[config.mk]
export PLATFORM = sky130hd
export DESIGN_NAME = mem_sched
export DESIGN_NICKNAME = d
export VERILOG_FILES = /design/src/rtl/mem_sched_pkg.sv /design/src/rtl/mem_lat_pipe.sv /design/src/rtl/mem_sched.sv
export SDC_FILE = /design/constraint.sdc
export NUM_CORES = 1
export LEC_CHECK = 0
export ABC_AREA = 1
export BUFFER_PORTS_ARGS = -buffer_cell sky130_fd_sc_hd__buf_2
export CORE_UTILIZATION = 45
export CTS_BUF_LIST = sky130_fd_sc_hd__clkbuf_16
export CTS_CLUSTER_SIZE = 14
export DETAILED_ROUTE_END_ITERATION = 12
export PLACE_DENSITY = 0.73
export SYNTH_ARGS = -nofsm -noshare
export SYNTH_HDL_FRONTEND = slang
export SYNTH_SLANG_ARGS = --single-unit
[constraint.sdc]
create_clock -name clk -period 1.9 [get_ports clk]
set_input_delay 0.38 -clock clk [delete_from_list [all_inputs] [get_ports clk]]
set_output_delay 0.38 -clock clk [all_outputs]
set_load 0.005 [all_outputs]
[src/rtl/mem_sched_pkg.sv]
// mem_sched_pkg: shared scheduler state/owner types and the beat-counter sizing helper.
package mem_sched_pkg;
  typedef enum logic [1:0] {IDLE, ISSUE, WAIT, DONE} state_e;
  typedef enum logic {OWN_CPU, OWN_LDR} owner_e;
  function automatic int cnt_w(input int n);
    return $clog2(n + 1);
  endfunction
endpackage

[src/rtl/mem_lat_pipe.sv]
// mem_lat_pipe: LAT-deep shift register carrying read-valid and beat index to the capture point.
module mem_lat_pipe #(
  parameter int LAT = 1,
  parameter int IW  = 2
) (
  input  logic          clk,
  input  logic          rst_n,
  input  logic          i_valid,
  input  logic [IW-1:0] i_idx,
  output logic          o_valid,
  output logic [IW-1:0] o_idx
);
  logic [LAT-1:0]         r_v;
  logic [LAT-1:0][IW-1:0] r_idx;
  always_ff @(posedge clk or negedge rst_n) begin
    if (!rst_n) begin
      r_v   <= '0;
      r_idx <= '0;
    end else begin
      r_v[0]   <= i_valid;
      r_idx[0] <= i_idx;
      for (int k = 1; k < LAT; k++) begin
        r_v[k]   <= r_v[k-1];
        r_idx[k] <= r_idx[k-1];
      end
    end
  end
  assign o_valid = r_v[LAT-1];
  assign o_idx   = r_idx[LAT-1];
endmodule

[src/rtl/mem_sched.sv]
// mem_sched: serialises CPU fetch bursts/reads/writes and loader beats onto one synchronous memory port.
module mem_sched
  import mem_sched_pkg::*;
#(
  parameter int ADDR_W    = 8,
  parameter int DATA_W    = 16,
  parameter int BURST_LEN = 3,
  parameter int RD_LAT    = 1
) (
  input  logic                          clk,
  input  logic                          rst_n,
  input  logic                          cpu_req,
  input  logic                          cpu_we,
  input  logic                          cpu_burst,
  input  logic [ADDR_W-1:0]             cpu_addr,
  input  logic [DATA_W-1:0]             cpu_wdata,
  output logic [BURST_LEN*DATA_W-1:0]   cpu_rdata,
  output logic                          cpu_stall,
  input  logic                          ldr_req,
  input  logic                          ldr_we,
  input  logic [ADDR_W-1:0]             ldr_addr,
  input  logic [DATA_W-1:0]             ldr_wdata,
  output logic                          ldr_gnt,
  output logic                          ldr_done,
  output logic [DATA_W-1:0]             ldr_rdata,
  output logic                          mem_en,
  output logic                          mem_we,
  output logic [ADDR_W-1:0]             mem_addr,
  output logic [DATA_W-1:0]             mem_wdata,
  input  logic [DATA_W-1:0]             mem_rdata
);
  localparam int BW = cnt_w(BURST_LEN);
  state_e              r_state, w_next;
  owner_e              r_owner, w_pick;
  logic                r_rr_ldr, r_we, r_burst, w_issue, w_pv, w_start;
  logic [ADDR_W-1:0]   r_addr;
  logic [DATA_W-1:0]   r_wdata;
  logic [BW-1:0]       r_beat, w_last, w_pidx;
  assign w_issue = r_state == ISSUE;
  assign w_last  = r_burst ? BW'(BURST_LEN - 1) : '0;
  // r_rr_ldr set means the loader wins a tie because the CPU was served last
  assign w_pick  = (cpu_req && (!ldr_req || !r_rr_ldr)) ? OWN_CPU : OWN_LDR;
  assign w_start = r_state == IDLE && (cpu_req || ldr_req);
  mem_lat_pipe #(.LAT(RD_LAT), .IW(BW)) u_pipe (
    .clk     (clk),
    .rst_n   (rst_n),
    .i_valid (w_issue && !r_we),
    .i_idx   (r_beat),
    .o_valid (w_pv),
    .o_idx   (w_pidx)
  );
  always_comb begin
    w_next = r_state;
    case (r_state)
      IDLE:    w_next = w_start ? ISSUE : IDLE;
      ISSUE:   w_next = r_beat != w_last ? ISSUE : r_we ? DONE : WAIT;
      WAIT:    w_next = (w_pv && w_pidx == w_last) ? DONE : WAIT;
      default: w_next = IDLE;
    endcase
  end
  always_ff @(posedge clk or negedge rst_n) begin
    if (!rst_n) begin
      r_state   <= IDLE;
      r_owner   <= OWN_CPU;
      r_rr_ldr  <= 1'b0;
      r_we      <= 1'b0;
      r_burst   <= 1'b0;
      r_addr    <= '0;
      r_wdata   <= '0;
      r_beat    <= '0;
      cpu_rdata <= '0;
      ldr_rdata <= '0;
    end else begin
      r_state <= w_next;
      if (w_start) begin
        r_owner <= w_pick;
        r_we    <= w_pick == OWN_CPU ? cpu_we : ldr_we;
        r_burst <= w_pick == OWN_CPU && cpu_burst && !cpu_we;
        r_addr  <= w_pick == OWN_CPU ? cpu_addr : ldr_addr;
        r_wdata <= w_pick == OWN_CPU ? cpu_wdata : ldr_wdata;
        r_beat  <= '0;
      end else if (w_issue && r_beat != w_last) begin
        r_beat <= r_beat + 1'b1;
      end
      if (w_pv && r_owner == OWN_CPU) cpu_rdata[w_pidx*DATA_W +: DATA_W] <= mem_rdata;
      if (w_pv && r_owner == OWN_LDR) ldr_rdata <= mem_rdata;
      if (r_state == DONE) r_rr_ldr <= r_owner == OWN_CPU;
    end
  end
  assign mem_en    = w_issue;
  assign mem_we    = w_issue && r_we;
  assign mem_addr  = w_issue ? r_addr + ADDR_W'(r_beat) : '0;
  assign mem_wdata = (w_issue && r_we) ? r_wdata : '0;
  assign ldr_gnt   = w_issue && r_owner == OWN_LDR;
  assign ldr_done  = r_state == DONE && r_owner == OWN_LDR;
  assign cpu_stall = rst_n && cpu_req && !(r_state == DONE && r_owner == OWN_CPU);
endmodule

======== Word-level counts from Yosys, hierarchy flattened ========
Cells that the tools add are included.
cells by class
  $add $sub $neg .......................... 3
  bitwise gates (word level) .............. 1
  muxes and demuxes ....................... 15
  equal/unequal tests ..................... 5
  shifts and indexed selects .............. 2
  reduce and logical (&&, ||, !) cells .... 24
operators by type and width
  operator                  number
  $bwmux 48                 1
  $shift 16x34->48 const A  1
  $shiftx 16x34->48         1
  $neg 6->34                1
  $mux 16                   2
  $mux 8                    2
  $logic_and 1x1->1         15
  $add 8x2->8               1
  $mux 2                    4
  $pmux 2 s3                1
  $logic_not 1->1           5
  $mux 1                    5
  $eq 2x2->1 const B        2
  $add 2x1->2 const B       1
  $eq 2x1->1 const B        1
  $eq 2x2->1                1
  $logic_not 2->1           1
  $logic_or 1x1->1          2
  $ne 2x2->1                1
  $reduce_bool 2->1         1
  $not 1->1                 1
storage, ports and cells
  bits of input ports ..................... 71
  word-level logic and storage cells ...... 62
  output and inout bits ................... 93
  register bits after elaboration ......... 99

======== Logic depth before layout (Yosys ltp) ========
  depth in word-level cells ............... 5
  depth in mapped cells ................... 7
  gate-level depth less buffers ........... 7

======== Cells and area by module ========
From an unflattened synthesis, not the netlist that was laid out.
second synthesis, totals
  cells, all modules ...................... 580
  area, all modules ....................... 4720.8 um^2
modules (own cells, without submodules)
  module        area each (um^2)  seq. area each (um^2)  times used  cells an instance
  mem_sched     4645.7            2402.3                 1           577
  mem_lat_pipe  75.1              75.1                   1           3

======== Least setup slack after synthesis ========
No wires, ideal clock.
  path type ............................... register to output
  start ................................... reg r_beat[0]
  end ..................................... out mem_addr[4]
  required time ........................... 1520 ps
  slack ................................... 187 ps
  buffers on the path ..................... 0
  cell stages (with the launch flop) ...... 8
  arrival ................................. 1333 ps
  cells stage by stage .................... dfrtp_1 > ha_1 > fa_1 > nand2_1 > nor2_1 > inv_1 > nand2_1 > a21oi_1
on the way
  cells in the longest elaborated chain, start to end .. 2
ends and longest elaborated chain
  item                    line             source
  from (decl)             mem_sched.sv:38  logic [BW-1:0] r_beat, w_last, w_pidx;
  from (signal assigned)  mem_sched.sv:83  r_beat <= r_beat + 1'b1;
  $add 8x2->8             mem_sched.sv:92  assign mem_addr = w_issue ? r_addr + ADDR_W'(r_beat) : '0;
  $mux 8                  mem_sched.sv:92
  to (decl)               mem_sched.sv:28  output logic [ADDR_W-1:0] mem_addr,
Every way passes these cells.

======== Final worst setup path ========
  start ................................... reg r_addr[0]
  end ..................................... out mem_addr[4]
on the way
  cells in the longest elaborated chain, start to end .. 2
ends and longest elaborated chain
  item                    line             source
  from (decl)             mem_sched.sv:36  logic [ADDR_W-1:0] r_addr;
  from (signal assigned)  mem_sched.sv:79  r_addr <= w_pick == OWN_CPU ? cpu_addr : ldr_addr;
  $add 8x2->8             mem_sched.sv:92
  $mux 8                  mem_sched.sv:92
Every way passes these cells.

==> flow_metrics.py <==
metrics = {
    "status": {
        "outcome": "finished, violations left",
        "violations": "negative setup slack",
    },
    "pwr": {
        "p_seq_share_pct": 39.4,
        "internal_power_mw": 5.43,
        "power_switching_share_pct": 39.5,
        "power_frac_clock_pct": 18.2,
        "p_total_mw": 8.97,
        "leakage_nw": 3.26,
        "switchingPower_mw": 3.54,
        "p_comb_share_pct": 42.4,
        "p_per_area_nw_per_um2": 1460,
        "ir_drop_mv": 0.648,
    },
    "worst_setup_path": {
        "reg2reg_slack_ns": 0.20,
        "r2r_start": "u_pipe.o_idx[1]",
        "cp_top_family": "adder cells",
        "required_ns": 1.52,
        "path_cells": "ha_2 -> fa_2 -> nand2_4 -> nor2_4 -> inv_2 -> nand2_2 -> a21oi_2 -> buf_2",
        "critPathCaptureType": "primary output",
        "critPathSlowestCell": "dfrtp_1",
        "cp.arrival_ns": 1.82,
        "r2r-end": "cpu_rdata[41]",
        "slowest_delay_ns": 0.39,
        "crit_fanout": 2,
        "crit_buf_inv": 2,
        "path_class": "reg -> out",
        "start_kind": "register",
        "r2r_cells": 6,
    },
    "cts": {
        "cts_root_buf": "clkbuf_16",
        "h-tree-depth": 3,
        "numCtsBuffers": 9,
        "clock_path_buffers": 2,
        "tritoncts": "done",
        "worstSkewPairLatency_ns": 0.35,
        "path_clk_slew_ns": 0.07,
        "numClockSinks": 99,
        "hold_buffers": 0,
    },
    "floorplan": {
        "num_rows": 37,
        "dieHeight_um": 105,
        "fp.dieW_um": 105,
        "start_util_pct": 46.0,
        "core-area_um2": 10300,
        "ios": 164,
        "die-area_um2": 10900,
    },
    "placement": {
        "post-place-cells": 864,
        "postPlaceCellArea_um2": 5690,
        "port_buffers": 163,
        "gp_congestion": 0.889,
        "place_hpwl_um": 9310,
    },
    "detailed_routing": {
        "drt-total-wl_um": 13100,
        "num_vias": 4535,
        "drt-initial-drc-count": 154,
        "first_pass_iters": 5,
        "drtAntennaViolNets": 0,
        "wl_per_cell_um": 14.7,
        "viasPerCell": 5.09,
        "route.detailed.drc": 0,
    },
    "grt": {
        "grt_pass1_wl_um": 20600,
        "grt.total_usage_pct": 24.1,
        "grt_max_degree": 100,
        "grt_pass1_vias": 4302,
        "antenna_found_initial": 0,
        "gr-total-overflow": 0,
    },
    "layout": {
        "drive_above_1_share_pct": 32.6,
        "fin_cells": 891,
        "nFillCells": 957,
        "final_area_um2": 6140,
        "diodes": 0,
        "areaGrowthSynthToFinish_pct": 29.8,
        "fin_nets": 829,
    },
    "synth": {
        "synthMuxAreaShare_pct": 2.62,
        "ys_types": 25,
        "synth_seq_area_share_pct": 52.4,
        "synth-compound-area-share_pct": 9.05,
        "ys.warnings.count": 0,
        "synth_xor_area_share_pct": 0,
        "synth_top_cell_by_area": "dfrtp_1",
        "ys_ff_latch": 99,
        "yosysTopAreaCellShare_pct": 52.4,
        "synth_top_family_by_area": "simple AND/OR/NAND/NOR gates",
        "yosysMostFrequentCell": "nand2_1",
        "synth_edf_count": 0,
        "synth_simple_gate_area_share_pct": 26.9,
        "synthFlopType": "dfrtp_1",
        "yosys-top-cells-count": "nand2_1, dfrtp_1, nand3_1",
        "syn-cell-area_um2": 4730,
        "netlist_instances": 580,
        "async_flop_share_pct": 100,
        "synth_area_per_cell_um2": 8.15,
        "yosys-top-cells-area": "dfrtp_1, nand2_1, nand3_1",
        "syn_nets": 658,
        "synth_fa_ha_area_share_pct": 2.01,
    },
    "timing": {
        "worst_pin_slew_ns": 0.725,
        "fmax_mhz": 454,
        "post-route-period-util_pct": 116,
        "hold_viol": 0,
        "slew_headroom_pct": 51.6,
        "slew_violations": 0,
        "layout_min_cycle_time_ns": 2.20,
        "setup_viol": 15,
        "tns_ns": -1.67,
        "finClkSkew_ns": 0.0113,
        "grt_setup_unrepaired": "true",
        "layout_setup_ws_ns": -0.303,
    },
    "run": {
        "drv_cap": 0,
    },
    "min_path": {
        "min_path_type": "in -> async",
    },
}
[cell families (layout without fill, tap and decap cells)]
kind of cell / after synthesis / after routing
DFF: 99 / 99
buffers and inverters: 76 / 249
muxes: 11 / 11
and+or+nand+nor: 303 / 305
AOI/OAI and AO/OA: 84 / 84
adders and majority gates: 7 / 7
[per-stage QoR]
step,hold slack (ns),worst slack [ns],utilization (%)
after floorplan,0.0844,0.187,-
after global placement,0.461,0.0666,55.4
after detailed placement,0.468,-0.00767,55.4
after CTS,0.172,-0.248,58.7
after global routing,0.196,-0.357,59.7
final,0.0997,-0.303,59.7
[layout by cell type, fill, tap and decap left out, types with 2 or more instances in the layout]
master / instances
nand2_1: 181
o21ai_1: 30
nor2_4: 5
nor2_2: 7
inv_2: 5
ha_1: 4
buf_4: 22
a21oi_1: 2
o21ai_0: 46
o21ai_2: 2
clkbuf_16: 9
inv_1: 42
nand3b_1: 2
clkinv_1: 2
nand2_2: 5
nor2_1: 31
nand2_4: 3
a21oi_2: 2
clkinvlp_4: 2
dfrtp_1: 98
nand4_1: 2
nand3_1: 67
buf_12: 2
mux2_2: 11
buf_2: 163
[cell type report]
cell class                      count  area [um2]  area share (%)
Multi-Input combinational cell    407        2030            33.0
Clock buffer                        9         225            3.67
Clock inverter                      6        35.0           0.571
Tap cell                          136         170            2.77
Sequential cell                    99        2480            40.4
Inverter                           46         173            2.81
Timing Repair Buffer              188        1030            16.8
[state kept, by name, indices dropped and copies added (netlist names)]
| register | count |
|---|---|
| r_wdata | 16 |
| ldr_rdata | 16 |
| u_pipe.o_valid | 1 |
| r_rr_ldr | 1 |
| r_addr | 8 |
| r_burst | 1 |
| r_owner | 1 |
| cpu_rdata | 48 |
| r_beat | 2 |
| u_pipe.o_idx | 2 |
| r_state | 2 |
| r_we | 1 |
[timing repair]
action | CTS | global route
resized for setup | 12 | 19
hold endpoints to repair | 0 | 0
gates cloned | 0 | 3
endpoints found under the setup margin | 17 | 20
pin swaps | 5 | 7
setup buffers | 4 | 5
[routing by layer]
layer	wire (um)	GRT usage, %	vias up
met2	6600	40.6	199
met4	206	10.1	0
li1	-	-	2198
met5	0	0	-
met1	5500	30.6	2123
met3	796	4.01	15
[worst max-delay path by stage]
stage                    from     endpoint  depth (start not counted)
finish              r_addr[0]  mem_addr[4]                          8
global placement    r_addr[0]  mem_addr[4]                          8
detailed placement  r_addr[0]  mem_addr[4]                          8
floorplan           r_beat[0]  mem_addr[4]                          7
CTS                 r_beat[0]  mem_addr[4]                          8
global route        r_addr[0]  mem_addr[4]                          8
[worst register-to-register path: cells and delay by family, from the launching register on]
kind / cells / cell delay, ns
simple gates: 2 / 0.45
buf+inv: 2 / 0.20
flops: 1 / 0.38
fa+ha+maj: 1 / 0.37
compound gates: 1 / 0.20
[power by group through the flow]
stage               combinational [mW]  clock (mW)  sequential (mW)
floorplan                         2.14           0             3.48
finish                            3.80        1.63             3.54
detailed placement                3.55           0             3.52
global route                      4.28        1.75             3.63
global placement                  3.44           0             3.47
CTS                               3.64        1.67             3.50
Power figures use the tool's default switching activity.
